`src/rtl/mips_fetch_queue.sv`:
```
// Instruction fetch unit with a small in-order queue between instruction memory and decode.
// One request in flight at a time; redirects flush the queue and squash any in-flight response.
module mips_fetch_queue #(
    parameter int          DEPTH    = 4,
    parameter logic [31:0] RESET_PC = 32'h0
) (
    input  logic        clk1,
    input  logic        rst_n,
    output logic        imem_req,
    output logic [31:0] imem_addr,
    input  logic        imem_rvalid,
    input  logic [31:0] imem_rdata,
    input  logic        redirect,
    input  logic [31:0] redirect_pc,
    output logic        out_valid,
    output logic [31:0] out_instr,
    output logic [31:0] out_pc,
    input  logic        out_ready,
    output logic        halted
);

    localparam int              PW   = $clog2(DEPTH);
    localparam logic [PW:0]     FULL = (PW + 1)'(DEPTH);
    localparam logic [5:0]      HLT_OPCODE = 6'h3F;

    logic [31:0]   instr_q [DEPTH];
    logic [31:0]   pc_q    [DEPTH];
    logic [PW-1:0] rd_ptr;
    logic [PW-1:0] wr_ptr;
    logic [PW:0]   count;
    logic [31:0]   fetch_pc;
    logic          outstanding;
    logic          discard;
    logic          hlt_pending;

    logic flush;
    logic issue;
    logic push;
    logic pop;
    logic pop_is_hlt;

    // Once halted the pipeline is frozen, so late redirects have no effect.
    always_comb begin
        flush      = redirect && !halted;
        issue      = !halted && !hlt_pending && !outstanding && !redirect && (count < FULL);
        push       = imem_rvalid && outstanding && !discard && !flush;
        pop        = out_valid && out_ready && !flush;
        pop_is_hlt = (instr_q[rd_ptr][31:26] == HLT_OPCODE);
    end

    assign out_valid = (count != '0);
    assign out_instr = instr_q[rd_ptr];
    assign out_pc    = pc_q[rd_ptr];

    always_ff @(posedge clk1 or negedge rst_n) begin
        if (!rst_n) begin
            imem_req    <= 1'b0;
            imem_addr   <= RESET_PC;
            fetch_pc    <= RESET_PC;
            outstanding <= 1'b0;
            discard     <= 1'b0;
            hlt_pending <= 1'b0;
            halted      <= 1'b0;
            rd_ptr      <= '0;
            wr_ptr      <= '0;
            count       <= '0;
            for (int i = 0; i < DEPTH; i++) begin
                instr_q[i] <= '0;
                pc_q[i]    <= '0;
            end
        end else begin
            imem_req <= issue;
            if (issue) begin
                imem_addr <= fetch_pc;
                fetch_pc  <= fetch_pc + 32'd1;
            end

            if (issue) begin
                outstanding <= 1'b1;
            end else if (imem_rvalid) begin
                outstanding <= 1'b0;
            end

            // A response still in flight at redirect time belongs to the old path.
            if (imem_rvalid) begin
                discard <= 1'b0;
            end else if (flush && outstanding) begin
                discard <= 1'b1;
            end

            if (push) begin
                instr_q[wr_ptr] <= imem_rdata;
                pc_q[wr_ptr]    <= imem_addr;
                wr_ptr          <= wr_ptr + 1'b1;
                if (imem_rdata[31:26] == HLT_OPCODE) begin
                    hlt_pending <= 1'b1;
                end
            end

            if (pop) begin
                rd_ptr <= rd_ptr + 1'b1;
                if (pop_is_hlt) begin
                    halted <= 1'b1;
                end
            end

            if (flush) begin
                fetch_pc    <= redirect_pc;
                hlt_pending <= 1'b0;
                rd_ptr      <= wr_ptr;
                count       <= '0;
            end else if (push && !pop) begin
                count <= count + 1'b1;
            end else if (pop && !push) begin
                count <= count - 1'b1;
            end
        end
    end

endmodule

```
`config.mk`:
```
export PLATFORM = sky130hd
export DESIGN_NAME = mips_fetch_queue
export DESIGN_NICKNAME = d
export VERILOG_FILES = /design/src/rtl/mips_fetch_queue.sv
export SDC_FILE = /design/constraint.sdc
export NUM_CORES = 1
export LEC_CHECK = 0
export CAP_MARGIN = 20
export CORE_AREA = 2 2 184 168
export CTS_BUF_LIST = sky130_fd_sc_hd__clkbuf_4
export DETAILED_ROUTE_END_ITERATION = 12
export DIE_AREA = 0 0 186 170
export PLACE_DENSITY = 0.81
export SLEW_MARGIN = 20
export SYNTH_ARGS = -nofsm -noshare
export SYNTH_HDL_FRONTEND = slang
export SYNTH_SLANG_ARGS = --single-unit
export TNS_END_PERCENT = 5
```
`constraint.sdc`:
```
create_clock -name clk1 -period 2.06 [get_ports clk1]
set_input_delay 0.412 -clock clk1 [delete_from_list [all_inputs] [get_ports clk1]]
set_output_delay 0.412 -clock clk1 [all_outputs]
set_load 0.05 [all_outputs]
```
### Word-level counts from Yosys, hierarchy flattened

Index checks and enable logic that the tools add are counted.

| cells by class | value |
|---|---|
| reductions and logical operators | 32 |
| $lt $le $gt $ge | 4 |
| bitwise gates (word level) | 2 |
| equal/unequal tests | 2 |
| mux-type cells | 24 |
| $add $sub $neg | 5 |

Operator list:

| operator | count |
|---|---|
| 128-bit bitwise mux | 2 |
| 32-bit two-way mux | 7 |
| 32-bit binary-select mux with 2-bit select | 2 |
| 32-bit demux with 2-bit select | 1 |
| 32-bit by 1-bit adder with 32-bit output, second input constant | 1 |
| 1-bit logical AND | 14 |
| 6-bit equality test, second input constant | 2 |
| 2-bit nonzero test | 6 |
| 3-bit two-way mux | 3 |
| 1-bit zero test | 8 |
| 1-bit two-way mux | 7 |
| 3-bit >= comparator, second input constant | 2 |
| 2-bit inverter with 3-bit output | 2 |
| 3-bit nonzero test | 2 |
| 2-bit by 1-bit adder with 2-bit output, second input constant | 2 |
| 2-bit two-way mux | 2 |
| 2-bit AND reduction | 2 |
| 3-bit by 1-bit adder with 3-bit output, second input constant | 1 |
| 3-bit by 1-bit less-than comparator with 1-bit output, second input constant | 1 |
| 3-bit less-than comparator, second input constant | 1 |
| 3-bit by 1-bit subtractor with 3-bit output, second input constant | 1 |

| storage, ports and cells | value |
|---|---|
| word-level logic and storage cells | 87 |
| input bits | 69 |
| register bits after elaboration | 332 |

### Longest topological paths before layout

| logic depth | value |
|---|---|
| depth after elaboration | 9 |
| mapped depth | 9 |

### Worst setup path before layout

Ideal clock, no wire load.

| timing | value |
|---|---|
| path type | flip-flop to output port |
| from | reg rd_ptr[1] |
| to | out out_pc[21] |
| path buffers | 3 |
| path slack | -0.216 ns |
| required time | 1.648 ns |
| arrival time | 1.864 ns |
| cell stages (with the launch flop) | 5 |
| cell sequence | dfrtp_1 -> clkbuf_1 -> clkbuf_1 -> clkbuf_1 -> mux4_2 |

| on the way | value |
|---|---|
| longest elaborated chain between the ends | 4 |

Ends and longest elaborated chain:

| item | line | source |
|---|---|---|
| from (decl) | 28 | `logic [PW-1:0] rd_ptr;` |
| from (signal assigned) | 101 | `rd_ptr <= rd_ptr + 1'b1;` |
| from (signal assigned) | 110 | `rd_ptr <= wr_ptr;` |
| 2-bit inverter with 3-bit output (implied by the code) | 53 | `assign out_pc = pc_q[rd_ptr];` |
| 32-bit binary-select mux with 2-bit select | 53 |  |
| 32-bit two-way mux (implied by the code) (2 in a row) | 53 |  |
| to (decl) | 17 | `output logic [31:0] out_pc,` |

No other way between the ends. The select of a mux whose other input is x is not followed.

### Worst setup path after layout

| timing | value |
|---|---|
| from | reg rd_ptr[0] |
| to | out out_pc[2] |

Same word-level chain as after synthesis.

==> reports/metrics.cfg <==
[yosys]
synth_area_mm2 = 0.0146
synth_flop_cell = dfrtp_1
syn_area_per_cell_um2 = 14.1
ys_ff_latch = 332
synthesis.instances = 1035
async_flop_share_pct = 100
ys_top_cells_by_area = dfrtp_1 (57%), mux2_2 (20%), mux4_2 (9.9%)
synth_area_leader_cell = dfrtp_1
synth.net_count = 1110
yosysWarnings = 0
synth_edf_count = 0
synth.top_cell.area_share_pct = 56.8
synth.distinct_cells = 53
yosysSeqAreaShare_pct = 56.8

[min_path]
hold_class = in2async

[power]
ir_drop_uv = 1560
p_leak_nw = 8.78
finalPower_mw = 33.6
p_per_area_mw_per_mm2 = 1780

[timing]
timing.final.ws_setup_ps = -557
max_freq_mhz = 382
worst_slew_pin_slew_ps = 562
hold_viol_final = 0
min_period_ps = 2620
setup_violations = 65
fin_skew_ps = 72.8
rsz0062_at_grt = yes
maxSlewViolCount = 0
slew_headroom_pct = 62.5
timing.final.crit_share_pct = 127

[grt]
met1_usage_pct = 29.9
grt_pass1_wl_um = 55200
grt_pass1_vias = 10500
grt_max_degree = 57
track_usage_pct = 22.6
grt.busiest_layer = met2
gr-total-overflow = 0
grt_util_met3_pct = 5.46
gr-usage-met2_pct = 36.1
antenna_found_initial = 4

[cts]
cts_tree = done
clockBufferDepth = 3
worst_setup_hold_path_clk_slew_ps = 80
cts.sinks = 332
clock_latency_ps = 730
clockRootBuffer = clkbuf_4
cts_buffers = 86
htree_levels = 3

[floorplan]
coreArea_mm2 = 0.0297
die_h_um = 170
die_x_um = 186
io_pins = 168
start_util_pct = 49.3
dieArea_mm2 = 0.0316
rows = 60

[setup_path]
crit_path_end_kind = output pin
required_ps = 1650
cp_max_fo = 25
cp_data_arrival_time_ps = 2210
worstSetupPathType = reg2out
cp-start-kind = flop

[place]
place_inst = 1622
portBuffers = 167
dp_hpwl_um = 23500
gp_congestion = 0.862
dpl_worst_slack_ps = -601

[routing]
avgRoutedWirePerCell_um = 19.5
firstDrtPassIters = 5
via_per_inst = 5.53
drt_iter0_drc = 478
antenna_violating_nets_post_route = 0
via_count = 9810
wirelength_um = 34600
route.detailed.drc = 0

[cells_and_area]
syn_to_final_growth_pct = 29.5
n_fill_cell = 2191
final_cell_mix = dfrtp_1 (329), mux2_2 (256), nand2_1 (124)
multiInputGateArea_mm2 = 0.00611
finalNetCount = 1383
seqCellArea_mm2 = 0.00832
layoutNonFillerInstCount = 1775
drive_gt1_share_pct = 47.3
layout_commonest_cell = dfrtp_1

[run_status]
violations = setup timing
status = complete, but fails checks

[run]
drv_cap = 0

## metal layers
layer,vias up,part of all wire [%]
met1,5032,42
met3,75,5.8
met4,4,2.8
li1,4405,-
met2,294,49
met5,-,0.064
## metrics by stage
stage	utilization, %	instance area, µm²	hold WS, ps	TNS [ps]
global route	63.8	18900	234	-41760
finish	63.8	18900	248	-33100
CTS	63.7	18900	167	-39450
global placement	59.6	17700	384	-132110
detailed placement	59.6	17700	390	-141980
floorplan	-	14600	116	-82.8
## final timing paths
kind | from | end | slack (ps) | depth (start not counted)
worst max-delay path | rd_ptr[0] | out_pc[2] | -560 | 3
worst min-delay path | rst_n | hlt_pending | 250 | 2
worst max register to register | fetch_pc[0] | fetch_pc[26] | 60 | 7
worst min register to register | instr_q[54] | instr_q[54] | 500 | 1
max in group asynchronous | rst_n | pc_q[7] | 1090 | 3
min in group clk1 | redirect_pc[12] | fetch_pc[12] | 300 | 3
## cell families (layout without fill, tap and decap cells)
logic type / count (synthesis) / after routing / synth area share [%]
AOI/OAI and AO/OA: 63 / 63 / 2.94
adders and majority gates: 6 / 6 / 0.565
muxes: 321 / 321 / 29.6
and+or+nand+nor: 226 / 226 / 7.11
xor gates and xnor gates: 16 / 16 / 0.959
other: 0 / 4 / 0
buffers and inverters: 71 / 404 / 1.94
DFF: 332 / 332 / 56.8
## state kept, by name, summed over array words and instances (netlist names)
signal,count
instr_q,128
pc_q,128
fetch_pc,32
imem_addr,32
count,3
rd_ptr,2
wr_ptr,2
discard,1
halted,1
hlt_pending,1
imem_req,1
outstanding,1
## what timing repair did
action	CTS	global route
pin swaps	0	3
gates resized for setup	90	17
hold buffers	1	0
setup endpoints to repair	329	79
hold endpoints to repair	102	0
setup buffers	0	0
## synthesized netlist by cell type (all sizes together), types with 5 or more instances
cell type,count
dfrtp,332
xor2,5
nor3,10
or4,5
mux2,256
mux4,64
ha,5
nand3,15
o211ai,5
nor4,9
nor2,23
a21oi,7
xnor2,11
inv,11
nand4,16
clkbuf,46
o21ai,21
buf,14
nand2,129
## final cells by class
cell class / count / share of cell area [%]
diodes: 4 / 0.0529
well taps: 403 / 2.66
multi-input cells: 632 / 32.3
clock buffers: 118 / 4.68
repair buffers: 245 / 15.2
clock inverters: 30 / 0.972
inverters: 11 / 0.218
flip-flops and latches: 332 / 43.9
## worst max-delay path, stage by stage, from the launching register on
cell and delay [ps]:
dfrtp_4 480, buf_16 230, mux4_2 600, buf_12 180
## report_power, final
part           total (mW)  internal [mW]  switching [mW]
clock network        5.55           2.91            2.64
registers            11.1           9.27            1.84
logic                16.9           7.90            9.04
total                33.6           20.1            13.5
No activity file was read; power rests on OpenSTA's default activity.
